`src/rtl/csr_priv_pkg.sv`:
```
// Shared types and constants for the privileged CSR access arbiter and any
// other block that reuses the privilege checker.
package csr_priv_pkg;

    // Privilege levels; encoding 2'b10 is reserved and never matches MACHINE.
    typedef enum logic [1:0] {
        USER         = 2'b00,
        SUPERVISOR   = 2'b01,
        MACHINE_PRIV = 2'b11
    } priv_t;

    // Arbiter transaction states.
    typedef enum logic [2:0] {
        IDLE   = 3'd0,
        CHECK  = 3'd1,
        ACCESS = 3'd2,
        DENY   = 3'd3,
        RESP   = 3'd4
    } arb_state_t;

    // Default protected window and the named registers that live inside it.
    localparam logic [11:0] DEF_PROT_BASE  = 12'h060;
    localparam logic [11:0] DEF_PROT_LIMIT = 12'h06F;
    localparam logic [11:0] STACK_REG      = 12'h064;
    localparam logic [11:0] PC_REG         = 12'h068;

endpackage

```
`src/rtl/csr_priv_checker.sv`:
```
// Combinational privilege check for one CSR access.
// Ports:
//   read_i / write_i : access strobes (exactly one must be set)
//   priv_i           : privilege level of the requester
//   addr_i           : CSR address
//   allow_o          : 1 = access may proceed, 0 = deny
module csr_priv_checker
    import csr_priv_pkg::*;
#(
    parameter int                 ADDR_W     = 12,
    parameter logic [ADDR_W-1:0]  PROT_BASE  = ADDR_W'(DEF_PROT_BASE),
    parameter logic [ADDR_W-1:0]  PROT_LIMIT = ADDR_W'(DEF_PROT_LIMIT)
) (
    input  logic              read_i,
    input  logic              write_i,
    input  logic [1:0]        priv_i,
    input  logic [ADDR_W-1:0] addr_i,
    output logic              allow_o
);

    logic in_window_s;
    logic bad_strobe_s;
    logic low_priv_s;

    // Allow/deny decision: malformed strobes or a non-MACHINE access to the window.
    always_comb begin
        in_window_s  = (addr_i >= PROT_BASE) && (addr_i <= PROT_LIMIT);
        bad_strobe_s = (read_i == write_i);
        low_priv_s   = (priv_t'(priv_i) != MACHINE_PRIV);
        if (bad_strobe_s || (in_window_s && low_priv_s)) begin
            allow_o = 1'b0;
        end else begin
            allow_o = 1'b1;
        end
    end

endmodule

```
`src/rtl/csr_priv_access_arbiter.sv`:
```
// Two-port round-robin arbiter in front of a privileged CSR file.
// Port 0 is the core, port 1 is debug. Every access is privilege-checked;
// denied accesses never touch the register file, they answer with a fault,
// a one-cycle viol_irq pulse and a saturating viol_cnt increment.
// Allowed and denied accesses both take IDLE->CHECK->ACCESS/DENY->RESP so
// the response latency does not leak the decision.
// Ports:
//   clk, rst                     : clock, async active-high reset
//   req/write/read/priv_state/address/wdata : per-requester request fields
//   ack/fault/rdata              : per-requester response (valid in RESP)
//   rf_en/rf_we/rf_addr/rf_wdata : register-file access (ACCESS only)
//   rf_rdata                     : register-file read data, valid in RESP
//   viol_irq/viol_cnt            : violation pulse and saturating counter
module csr_priv_access_arbiter
    import csr_priv_pkg::*;
#(
    parameter int                 DATA_W     = 32,
    parameter int                 ADDR_W     = 12,
    parameter logic [ADDR_W-1:0]  PROT_BASE  = ADDR_W'(DEF_PROT_BASE),
    parameter logic [ADDR_W-1:0]  PROT_LIMIT = ADDR_W'(DEF_PROT_LIMIT),
    parameter int                 CNT_W      = 8
) (
    input  logic                   clk,
    input  logic                   rst,
    input  logic [1:0]             req,
    input  logic [1:0]             write,
    input  logic [1:0]             read,
    input  logic [1:0][1:0]        priv_state,
    input  logic [1:0][ADDR_W-1:0] address,
    input  logic [1:0][DATA_W-1:0] wdata,
    output logic [1:0]             ack,
    output logic [1:0]             fault,
    output logic [DATA_W-1:0]      rdata,
    output logic                   rf_en,
    output logic                   rf_we,
    output logic [ADDR_W-1:0]      rf_addr,
    output logic [DATA_W-1:0]      rf_wdata,
    input  logic [DATA_W-1:0]      rf_rdata,
    output logic                   viol_irq,
    output logic [CNT_W-1:0]       viol_cnt
);

    arb_state_t        state_q,  state_d;
    logic              rr_q,     rr_d;
    logic              win_q,    win_d;
    logic              rd_q,     rd_d;
    logic              wr_q,     wr_d;
    logic [1:0]        priv_q,   priv_d;
    logic [ADDR_W-1:0] addr_q,   addr_d;
    logic [DATA_W-1:0] wdata_q,  wdata_d;
    logic              denied_q, denied_d;
    logic [CNT_W-1:0]  cnt_q,    cnt_d;
    logic              allow_s;

    // The check only ever sees the latched fields of the granted requester.
    csr_priv_checker #(
        .ADDR_W     (ADDR_W),
        .PROT_BASE  (PROT_BASE),
        .PROT_LIMIT (PROT_LIMIT)
    ) u_checker (
        .read_i  (rd_q),
        .write_i (wr_q),
        .priv_i  (priv_q),
        .addr_i  (addr_q),
        .allow_o (allow_s)
    );

    // State, arbitration pointer, request latch and violation counter registers.
    always_ff @(posedge clk or posedge rst) begin
        if (rst) begin
            state_q  <= IDLE;
            rr_q     <= 1'b0;
            win_q    <= 1'b0;
            rd_q     <= 1'b0;
            wr_q     <= 1'b0;
            priv_q   <= 2'b00;
            addr_q   <= '0;
            wdata_q  <= '0;
            denied_q <= 1'b0;
            cnt_q    <= '0;
        end else begin
            state_q  <= state_d;
            rr_q     <= rr_d;
            win_q    <= win_d;
            rd_q     <= rd_d;
            wr_q     <= wr_d;
            priv_q   <= priv_d;
            addr_q   <= addr_d;
            wdata_q  <= wdata_d;
            denied_q <= denied_d;
            cnt_q    <= cnt_d;
        end
    end

    // Next-state logic: grant/latch in IDLE, decide in CHECK, rotate after RESP.
    always_comb begin
        state_d  = state_q;
        rr_d     = rr_q;
        win_d    = win_q;
        rd_d     = rd_q;
        wr_d     = wr_q;
        priv_d   = priv_q;
        addr_d   = addr_q;
        wdata_d  = wdata_q;
        denied_d = denied_q;
        cnt_d    = cnt_q;
        case (state_q)
            IDLE: begin
                if (req != 2'b00) begin
                    // Favoured port wins if requesting, otherwise the lone requester.
                    if (req[rr_q]) begin
                        win_d = rr_q;
                    end else begin
                        win_d = ~rr_q;
                    end
                    rd_d    = read[win_d];
                    wr_d    = write[win_d];
                    priv_d  = priv_state[win_d];
                    addr_d  = address[win_d];
                    wdata_d = wdata[win_d];
                    state_d = CHECK;
                end else begin
                    state_d = IDLE;
                end
            end
            CHECK: begin
                denied_d = ~allow_s;
                if (allow_s) begin
                    state_d = ACCESS;
                end else begin
                    state_d = DENY;
                end
            end
            ACCESS: begin
                state_d = RESP;
            end
            DENY: begin
                // Count lands as RESP starts, so it is visible alongside viol_irq.
                if (cnt_q != {CNT_W{1'b1}}) begin
                    cnt_d = cnt_q + CNT_W'(1);
                end else begin
                    cnt_d = cnt_q;
                end
                state_d = RESP;
            end
            RESP: begin
                rr_d    = ~win_q;
                state_d = IDLE;
            end
            default: begin
                state_d = IDLE;
            end
        endcase
    end

    // Output decode from the registered state; everything idles at zero.
    always_comb begin
        ack      = 2'b00;
        fault    = 2'b00;
        rdata    = '0;
        rf_en    = 1'b0;
        rf_we    = 1'b0;
        rf_addr  = '0;
        rf_wdata = '0;
        viol_irq = 1'b0;
        case (state_q)
            ACCESS: begin
                rf_en    = 1'b1;
                rf_we    = wr_q;
                rf_addr  = addr_q;
                rf_wdata = wdata_q;
            end
            RESP: begin
                ack[win_q]   = 1'b1;
                fault[win_q] = denied_q;
                viol_irq     = denied_q;
                // Allowed accesses have exactly one strobe, so rd_q here means a pure read.
                if (rd_q && !denied_q) begin
                    rdata = rf_rdata;
                end else begin
                    rdata = '0;
                end
            end
            default: begin
                ack = 2'b00;
            end
        endcase
    end

    assign viol_cnt = cnt_q;

endmodule
```
`config.mk`:
```
export PLATFORM = sky130hd
export DESIGN_NAME = csr_priv_access_arbiter
export DESIGN_NICKNAME = d
export VERILOG_FILES = /design/src/rtl/csr_priv_pkg.sv /design/src/rtl/csr_priv_checker.sv /design/src/rtl/csr_priv_access_arbiter.sv
export SDC_FILE = /design/constraint.sdc
export NUM_CORES = 1
export LEC_CHECK = 0
export BUFFER_PORTS_ARGS = -buffer_cell sky130_fd_sc_hd__buf_2
export CAP_MARGIN = 30
export CORE_UTILIZATION = 39
export DETAILED_ROUTE_END_ITERATION = 8
export HOLD_SLACK_MARGIN = 0.02
export PLACE_DENSITY = 0.84
export SETUP_SLACK_MARGIN = 0.5
export SLEW_MARGIN = 5
export SYNTH_ARGS = -nofsm -noshare
export SYNTH_HDL_FRONTEND = slang
export SYNTH_SLANG_ARGS = --single-unit
```
`constraint.sdc`:
```
create_clock -name clk -period 1.96 [get_ports clk]
set_clock_uncertainty 0.15 [all_clocks]
set_input_delay 0.196 -clock clk [delete_from_list [all_inputs] [get_ports clk]]
set_output_delay 0.196 -clock clk [all_outputs]
set_load 0.02 [all_outputs]
```
==> run metrics, run 1 <==
initial antenna violation count=5; outcome=stopped before the end; Max Root-Sink Buffers=2; sequential element share of the synthesized area=between 40% and 50%; largest net degree at the start of global routing=63; die span in x=roughly 100 um; Final GP Congestion=between 0.8 and 0.9; Die Y=98.8 um; Last stage=5_1_grt; DP HPWL=8250 um; Setup Slack @ Placement=0.106 ns; IO Pins=223; Root Driver=clkbuf_8; Worst EP kind=primary output; Seq cells post-synth=62; ys async rst share=100%; Post-Syn Instances=437; clock sinks=62; Avg Cell Area, Syn=approximately 8.4 um2; tool error=[ERROR GRT-0232] Routing congestion too high. Check the congestion heatmap in the GUI.; GRT repair_timing worst endpoint=rdata[14]; All-Layer GR Usage=63.3%; grt ovf=2; # rows=34; top_reg_cell synth=dfrtp_1; Post-Syn Nets=570; Initial Utilization=41.1%; total CTS buffers=9; EDFF count, synth=0; Mapped Area=3650 um2; number of port buffers=222; YS warnings=0; Synth cell types=35; H-tree Lvls=3
[kinds of logic after synthesis]
logic type                 share of synthesized area [%]
and+or+nand+nor                                     26.3
adders and majority gates                          0.343
muxes                                               1.82
xor gates and xnor gates                           0.959
DFF                                                 42.5
buffers and inverters                               5.38
AOI/OAI and AO/OA                                   22.7
[synth_stat cells, types with 2 or more instances]
library cell	number	area, um2
a21oi_1	49	245
a31oi_1	49	307
and2_1	79	494
and3_1	3	18.8
buf_2	10	50.1
clkbuf_1	32	120
clkbuf_2	3	15.0
dfrtp_1	62	1550
inv_1	3	11.3
mux2_2	5	56.3
nand2_1	4	15.0
nand2b_1	3	18.8
nand3_1	51	255
nor2_1	5	18.8
nor2b_1	5	31.3
nor3_1	2	10.0
nor4_1	2	12.5
o21ai_0	50	250
xnor2_1	4	35.0
[stage by stage]
step	area, um2	utilization, %	hold slack (ns)	setup TNS, ns	std cells
detailed placement	5150	57.9	0.169	0	739
CTS	7270	81.7	0.276	-11.92	871
global placement	5150	57.9	0.165	0	739
floorplan	3910	-	0.164	0	437
[layer usage]
metal	global-route usage, %	overflow
met1	62.6	0
met2	89.5	1
met3	38.2	0
met4	63.8	1
met5	1.54	0
[timing repair]
item / 4_1_cts
hold buffers: 97
cloned: 9
endpoints found under the hold margin: 110
setup endpoints to repair: 138
buffers inserted: 10
gates resized for setup: 183
==> inputs of run 2 (changes only) <==
- CORE_UTILIZATION: 39 -> 35
- HOLD_SLACK_MARGIN: 0.02 -> default
- PLACE_DENSITY: 0.84 -> default
- PLACE_DENSITY_LB_ADDON: default -> 0.15
- SETUP_SLACK_MARGIN: 0.5 -> default
- clock period: 1.96 -> 2.5 ns (I/O delays scaled with it)
==> run 2 against run 1 <==
The run now ends clean. Synthesized area stayed put. Synthesized cell count stayed put.
==> run metrics, run 2 <==
outcome=finished, final reports clean; share of the synthesized area in the top cell type=42.5% (unchanged); IO Pins=223 (unchanged); worst path cell trace=or3b_1 -> nor3b_2 -> buf_6 -> and2_1 -> buf_2; Vias=4,036; most frequent cell after synthesis=and2_1; clock-pin slew on the worst setup and hold paths=0.07 ns; Critical Path RT=about 2.1 ns; Slew headroom=60.2%; drt pass-1 iters=4; Slew Viols, Final=0; Buffers & Inverters on Critical Path=2; Synth cell types=35 (unchanged); area delta synth->final=39.9%; RSZ-0062 raised after global routing=no; Max Root-Sink Buffers=2 (unchanged); vias in the first global route=about 3,900; drc violations=0; ys async rst share=100% (unchanged); slowest stage delay, CP=0.45 ns; # rows=36 (+5.9%); Routed Antenna Nets=0; maximum vdd ir drop=~0.55 mV; clock sinks=62 (unchanged); post-placement cell count=762 (+3.1%); Hold Crit Class=input port to flip-flop; ranking of synthesized cells by area=dfrtp_1 (42%), and2_1 (14%), a31oi_1 (8.4%); routed len/inst=approximately 15 um; startpoint type of the worst setup path=flip-flop; max cap viols=0; die span in x=104 um (+5.4%); max reg flops=32; post-route total power=5.35 mW; post-route insts no fill=between 700 and 800; CTS tree=built; most frequent cells in the layout=buf_2 (222), and2_1 (78), dfrtp_1 (62); drt initial violations=200; PD cells=between 1000 and 1500 nW/um2; Final Hold Vio Count=0; Root Driver=clkbuf_8; YS warnings=0 (unchanged); GR Util met3=5.01%; Sum Neg Setup Slack=0 ns; initial antenna violation count=1; first-pass GRT wire length=19,200 um; Mapped Area=3650 um2 (unchanged); WS Path Type=flip-flop to output port; fin nets=774; Setup Viol. Count Final=0; commonest non-fill, non-tap cell in the layout=buf_2; H-tree Lvls=3 (unchanged); largest net degree at the start of global routing=49; Tcrit/Tclk final=94.1%; LEAKAGE=2.59 nW; Final GP Congestion=0.800 (-2.2%); Avg Vias per Cell=roughly 5.2; CP delay by family, top=simple AND/OR/NAND/NOR gates; sequential element share of the synthesized area=42.5% (unchanged); grt ovf=0; worst skew pair latency=approximately 0.33 ns; met1 global-route usage=roughly a quarter; Die Y=104 um (+5.4%); DP HPWL=8580 um (+4.0%); EDFF count, synth=0 (unchanged); FMAX=about 430 MHz; fillers=1,020; Slowest-stage cell, CP=dfrtp_1; fraction of layout cells with a size suffix above 1=between 40% and 50%; CP arrival=1.95 ns; cell taking the most area after synthesis=dfrtp_1; crit path max fanout=32; busiest grt layer=met2; full die area=about 11,000 um2; top_reg_cell synth=dfrtp_1; Initial Utilization=36.7% (-4.4 points); Seq cells post-synth=62 (unchanged); Post-Syn Nets=570 (unchanged); crit end category=output port; total CTS buffers=9 (unchanged); synth cell count leaders=and2_1 (79), dfrtp_1 (62), nand3_1 (51); met2 usage=a little under 40%; CORE AREA=~10000 um2; All-Layer GR Usage=a little over a fifth; Avg Cell Area, Syn=8.35 um2 (unchanged); Largest Register=wdata_q; Post-Syn Instances=437 (unchanged); min Tclk post-route=roughly 2.4 ns; final wirelength=about 12,000 um; Worst Tran Pin Value=0.596 ns; number of port buffers=222 (unchanged)
## run 2: worst paths after layout
path / startpoint / endpoint / slack [ns] / cells after the start
worst max-delay path: state_q[0] / rdata[26] / 0.15 / 5
min in group asynchronous: rst / wdata_q[8] / 0.38 / 3
worst max register to register: rr_q / priv_q[1] / 0.65 / 4
max in group asynchronous: rst / addr_q[9] / 1.21 / 4
worst min-delay path: wdata[62] / wdata_q[30] / 0.02 / 3
worst min register to register: wdata_q[18] / wdata_q[18] / 0.39 / 2
## run 2: routing by layer
metal  share of wire (%)  up-vias  wire length (um)
met5                   0        -                 0
met4                 2.6        0               309
met3                 6.3       22               741
met2                  50      169              5940
met1                  41     1879              4800
li1                    -     1966                 -
## run 2: what timing repair did
action                                  CTS  global route
gates resized for setup                   0             1
hold endpoints to repair                 26             0
endpoints found under the setup margin    0            32
buffers inserted                          0             0
hold buffers                              1             0
## run 2: power breakdown
group	leakage, nW	internal, mW	switching [mW]	total (mW)
sequential	0.713	1.49	0.326	1.82
combinational	1.78	1.04	1.63	2.67
clock	0.0952	0.479	0.383	0.862
## run 2: kinds of logic (layout without fill, tap and decap cells)
family                   Yosys count  count (layout)  share of synthesized area, %
AND/OR/NAND/NOR                  164             164                          26.3
flip-flops                        62              62                          42.5
AO/OA/AOI/OAI                    152             152                          22.7
buffers and inverters             48             256                          5.38
multiplexers                       6               6                          1.82
other                              0               1                             0
XOR/XNOR                           4               4                         0.959
adder cells (fa/ha/maj)            1               1                         0.343
## run 2: per-stage QoR
stage          cell area (um2)  hold WS, ns  utilization, %  setup WS, ns
2_1_floorplan             3650        0.260               -         0.559
3_3_place_gp              4900        0.201            49.2         0.515
3_5_place_dp              4900        0.206            49.2         0.449
4_1_cts                   5100       0.0117            51.2        0.0865
5_1_grt                   5110     0.000988            51.3      0.000690
6_report                  5110       0.0232            51.3         0.147
## run 2: area by class of cell
cell class                 count  area, um2  area share (%)
antenna                        1       2.50          0.0490
clock buffer                  11        141            2.77
clock inverter                 4       47.5           0.931
inverter                       3       11.3           0.220
multi-input combinational    327       1920            37.7
sequential                    62       1550            30.4
tap                          133        166            3.26
timing repair buffer         238       1260            24.7
## run 2: tightest hold or removal path, delay by kind of cell
| kind | cells | cell delay, ns |
|---|---|---|
| compound gates | 1 | 0.07 |
| simple gates | 1 | 0.05 |
| buf+inv | 1 | 0.09 |
Power figures use the tool's default switching activity.
==> inputs of run 3 (changes only) <==
- CORE_ASPECT_RATIO: default -> 2
- SYNTH_HIERARCHICAL: default -> 1
==> run 3 against run 2 <==
Worst setup slack better by 0.13 ns. Hold slack better by 0.035 ns. Critical path depth up 1. Critical endpoint is now rdata[24]. Sequential cell count unchanged. Die area decreased by 6.0%. Synthesized area decreased by 6.3%. Synthesized cell count down 18%. Final area down 2.7%. Via count shrank 21%. Critical path type unchanged. Clock power rose by 32%.
==> run metrics, run 3 <==
WS Path Type=flip-flop to output port; DP HPWL=7090 um (-17%); RSZ-0062 raised after global routing=no; sequential element share of the synthesized area=45.4% (+2.9 points); Mapped Area=3420 um2 (-6.3%); commonest non-fill, non-tap cell in the layout=buf_2; post-cts resize count=0 (unchanged); outcome=finished, final reports clean; final wirelength=9180 um (-22%); worst path cell trace=nor2_1 -> nand2_1 -> nor3b_2 -> buf_4 -> and2_1 -> buf_2; Post-DP Area=4660 um2 (-4.8%); CP delay by family, top=simple AND/OR/NAND/NOR gates; LEAKAGE=2.81 nW (+8.7%); Slew headroom=56.4% (-3.8 points); area delta synth->final=45.3%; mux cell area share after synthesis=15.0% (+13 points); PD cells=989 nW/um2 (-5.6%); ys async rst share=100% (unchanged); CORE AREA=9450 um2 (-5.1%); max reg flops=32 (unchanged); clock sinks=62 (unchanged); max cap viols=0 (unchanged); drt pass-1 iters=4 (unchanged); Buffers & Inverters on Critical Path=2 (unchanged); number of port buffers=222 (unchanged); Setup Slack @ Placement=0.539 ns (+0.0903 ns); setup slack after layout=0.280 ns (+0.132 ns); largest net degree at the start of global routing=55 (+12%); post-placement cell count=694 (-8.9%); Synth cell types=32 (-8.6%); Post-Syn Nets=491 (-14%); Post-Synth Adder-Cell Area=0.366% (+0.023 points); Initial Utilization=36.2% (-0.46 points); initial antenna violation count=0 (-1); Slew Viols, Final=0 (unchanged); Post-Synth XOR/XNOR Area=1.28% (+0.32 points); startpoint type of the worst setup path=flip-flop; crit end category=output port; H-tree Lvls=3 (unchanged); top_reg_cell synth=dfrtp_1; synth cell count leaders=and2_1 (78), dfrtp_1 (62), nand2_1 (53); drt initial violations=70 (-65%); crit path max fanout=32 (unchanged); cell taking the most area after synthesis=dfrtp_1; routed len/inst=12.9 um (-15%); most frequent cell after synthesis=and2_1; Hold Worst Slack=0.0585 ns (+0.0354 ns); Seq cells post-synth=62 (unchanged); # diodes=0 (-1); fraction of layout cells with a size suffix above 1=43.8% (+2.7 points); vias in the first global route=3,114 (-19%); first-pass GRT wire length=14,200 um (-26%); min Tclk post-route=2.22 ns (-0.132 ns); post-route insts no fill=710 (-8.9%); Post-Syn Instances=358 (-18%); Routed Antenna Nets=0 (unchanged); ranking of synthesized cells by area=dfrtp_1 (45%), and2_1 (14%), mux2i_1 (14%); Hold Crit Class=input port to flip-flop; slowest stage delay, CP=0.40 ns (-0.05 ns); fin nets=710 (-8.3%); share of the synthesized area in the top cell type=45.4% (+2.9 points); Worst Tran Pin Value=0.652 ns (+0.0565 ns); Tcrit/Tclk final=88.8% (-5.3 points); Max Root-Sink Buffers=2 (unchanged); grt ovf=0 (unchanged); Sum Neg Setup Slack=0 ns (unchanged); # rows=50 (+39%); Synth Area in Simple Gates=24.5% (-1.7 points); fillers=904 (-11%); Final Hold Vio Count=0 (unchanged); full die area=10,200 um2 (-6.0%); Avg Vias per Cell=4.52 (-13%); drc violations=0 (unchanged); CP arrival=1.82 ns (-0.13 ns); All-Layer GR Usage=18.2% (-3.8 points); post-synthesis compound-gate area fraction=9.66% (-13 points); fin area=4970 um2 (-2.7%); EDFF count, synth=0 (unchanged); Largest Register=wdata_q; worst skew pair latency=0.32 ns (about the same); clock-pin slew on the worst setup and hold paths=0.05 ns (-0.02 ns); Setup Viol. Count Final=0 (unchanged); Root Driver=clkbuf_16; Final GP Congestion=0.777 (-3.0%); die span in x=71.9 um (-31%); most frequent cells in the layout=buf_2 (222), and2_1 (78), dfrtp_1 (62); YS warnings=6 (+6); total CTS buffers=9 (unchanged); IO Pins=223 (unchanged); FMAX=450 MHz (+6.0%); Avg Cell Area, Syn=9.56 um2 (+14%); maximum vdd ir drop=0.542 mV (-1.4%); largest family of logic cells by synthesized area=simple AND/OR/NAND/NOR gates; Die Y=142 um (+36%); CTS tree=built; Slowest-stage cell, CP=dfrtp_1; Vias=3,208 (-21%); Critical Path RT=2.10 ns (about the same)
==> run 3: layout make-up <==
type | count | area, um2 | share of cell area, %
clock buffer | 13 | 270 | 5.44
multi-input combinational | 270 | 1750 | 35.2
tap | 130 | 163 | 3.27
sequential | 62 | 1550 | 31.2
clock inverter | 1 | 5.00 | 0.101
inverter | 3 | 11.3 | 0.227
timing repair buffer | 231 | 1220 | 24.5
==> run 3: final timing paths <==
kind                             from           to  slack (ns)  cells after the start
max                        state_q[1]    rdata[24]        0.28                      6
min                         wdata[44]  wdata_q[12]        0.06                      3
max reg2reg                state_q[1]    addr_q[9]        0.76                      6
min reg2reg                 addr_q[3]    addr_q[3]        0.32                      2
max in group asynchronous         rst    addr_q[7]        1.15                      4
min in group asynchronous         rst  wdata_q[21]        0.43                      3
==> run 3: logic make-up after synthesis <==
group / count (synthesis)
and+or+nand+nor: 152
xor gates and xnor gates: 5
DFF: 62
buffers and inverters: 26
AOI/OAI and AO/OA: 62
adders and majority gates: 1
muxes: 50
==> run 3: worst reg2reg max path, cell delays in order (launching register included) <==
cell and delay, ns:
dfrtp_1 0.40, nor3_1 0.37, o21ai_4 0.12, buf_12 0.19
buf_12 0.21, nand2_1 0.09, o21ai_0 0.08
==> run 3: report_power, final <==
part           switching [mW]  internal [mW]  total [mW]  leakage (nW)
clock                   0.399          0.737        1.14         0.138
sequential              0.284           1.47        1.76         0.770
combinational            1.17          0.848        2.02          1.90
==> run 3: per-layer routing <==
layer	GRT usage, %	vias up	routed length [um]
met5	0	-	0
met4	7.43	0	157
met3	4.47	13	422
met2	33.1	119	4980
met1	19.6	1440	3620
li1	-	1636	-
==> run 3: what timing repair did <==
item	in CTS	in global routing
hold buffers	1	0
hold endpoints to repair	29	0
setup buffers	0	0
==> run 3: per-stage QoR <==
stage                     power [mW]  util (%)
after floorplan                 3.17         -
after global routing            5.32      52.6
final                           4.92      52.6
after global placement          3.73      49.4
after detailed placement        3.82      49.4
after CTS                       4.98      52.4
==> inputs of run 4 (changes only) <==
- PLACE_DENSITY: default -> 0.75
- PLACE_DENSITY_LB_ADDON: 0.15 -> default
==> run 4 against run 3 <==
Worst setup slack gained 0.036 ns. Via count grew 1.5%. Hold slack lost 0.0071 ns. Clock-buffer cell count shrank 2. Register-to-register slack is essentially flat. Die area is the same. Combinational power is essentially flat. Total power grew 0.54%. Global-route usage shrank 0.13 points. First-iteration DRC count grew 70%. Wire length shrank 0.47%. Critical endpoint is now rdata[2]. Largest cell class unchanged.
==> run metrics, run 4 (same netlist as run 3, synthesis figures left out) <==
post-placement cell count=693 (-0.14%); CORE AREA=9450 um2 (unchanged); post-CTS setup buffers=0 (unchanged); Routed Antenna Nets=0 (unchanged); # diodes=0 (unchanged); All-Layer GR Usage=18.1% (-0.13 points); drt initial violations=119 (+70%); Tcrit/Tclk final=87.4% (-1.4 points); commonest non-fill, non-tap cell in the layout=buf_2; CTS tree=built; Max Root-Sink Buffers=2 (unchanged); Slew Viols, Final=0 (unchanged); Initial Utilization=36.2% (unchanged); FMAX=458 MHz (+1.6%); total CTS buffers=9 (unchanged); post-cts resize count=0 (unchanged); area delta synth->final=45.4%; setup slack after layout=0.315 ns (+0.0356 ns); routed len/inst=12.9 um (-0.47%); max cap viols=0 (unchanged); post-route insts no fill=710 (unchanged); initial antenna violation count=0 (unchanged); crit path max fanout=32 (unchanged); RSZ-0062 raised after global routing=no; number of port buffers=222 (unchanged); largest net degree at the start of global routing=57 (+3.6%); Sum Neg Setup Slack=0 ns (unchanged); most frequent cells in the layout=buf_2 (222), and2_1 (78), dfrtp_1 (62); fin nets=709 (-0.14%); final wirelength=9140 um (-0.47%); Avg Vias per Cell=4.59 (+1.5%); LEAKAGE=2.81 nW (about the same); startpoint type of the worst setup path=flip-flop; outcome=finished, final reports clean; Setup Slack @ Placement=0.584 ns (+0.0448 ns); WS Path Type=flip-flop to output port; fin util=52.7% (+0.053 points); min Tclk post-route=2.18 ns (-0.0356 ns); post-route total power=4.94 mW (+0.54%); Slew headroom=57.0% (+0.51 points); worst skew pair latency=0.33 ns (about the same); DP HPWL=7140 um (+0.69%); Critical Path RT=2.10 ns (about the same); Worst Tran Pin Value=0.645 ns (-0.00771 ns); vias in the first global route=3,065 (-1.6%); drc violations=0 (unchanged); IO Pins=223 (unchanged); clock-pin slew on the worst setup and hold paths=0.05 ns (about the same); Largest Register=wdata_q; CP arrival=1.78 ns (-0.04 ns); crit end category=output port; die span in x=71.9 um (unchanged); Setup Viol. Count Final=0 (unchanged); fraction of layout cells with a size suffix above 1=44.0% (+0.17 points); Final GP Congestion=0.741 (-4.6%); CTS Hold Bufs=1 (unchanged); clock sinks=62 (unchanged); Hold Crit Class=input port to flip-flop; drt pass-1 iters=4 (unchanged); grt ovf=0 (unchanged); full die area=10,200 um2 (unchanged); maximum vdd ir drop=0.485 mV (-10%); Root Driver=clkbuf_16; max reg flops=32 (unchanged); # rows=50 (unchanged); Vias=3,256 (+1.5%); Die Y=142 um (unchanged); first-pass GRT wire length=13,900 um (-2.4%); PD cells=993 nW/um2 (+0.44%); H-tree Lvls=3 (unchanged); Final Hold Vio Count=0 (unchanged)
==> run 4: final cells by class <==
cell class,count,area [um2]
multi-input combinational,270,1750
inverter,3,11.3
clock inverter,4,22.5
clock buffer,11,253
tap,130,163
fill,875,4470
sequential,62,1550
timing repair buffer,230,1220
==> run 4: worst paths after layout <==
| path | startpoint | to | slack [ns] | depth (start not counted) |
|---|---|---|---|---|
| min | wdata[58] | wdata_q[26] | 0.05 | 3 |
| max | state_q[1] | rdata[2] | 0.32 | 6 |
| max in group asynchronous | rst | wdata_q[26] | 1.18 | 4 |
| min reg2reg | wdata_q[17] | wdata_q[17] | 0.32 | 2 |
| min in group asynchronous | rst | wdata_q[16] | 0.41 | 3 |
| max reg2reg | viol_cnt[3] | viol_cnt[1] | 0.77 | 4 |
==> run 4: through the flow <==
stage	hold slack, ns	cell area, um2
2_1_floorplan	0.282	3420
3_3_place_gp	0.219	4670
3_5_place_dp	0.233	4670
4_1_cts	0.0454	4950
5_1_grt	0.0554	4970
6_report	0.0514	4970
==> run 4: where the power goes <==
group	internal [mW]	leakage, nW	switching [mW]
clock network	0.712	0.137	0.425
registers	1.47	0.770	0.293
logic	0.857	1.90	1.18
==> run 4: layer usage <==
metal | track usage, % | wire length, um | vias to the layer above
met2 | 33.9 | 5060 | 161
met3 | 2.06 | 458 | 25
met1 | 17.1 | 3200 | 1442
li1 | - | - | 1628
met4 | 13.9 | 419 | 0
met5 | 0 | 0 | -
==> run 4: critical path: stages, from the launching register on <==
cell,delay (ns)
dfrtp_1,0.41
nor2_1,0.16
nand2_1,0.12
nor3b_2,0.17
buf_4,0.26
and2_1,0.17
buf_2,0.16
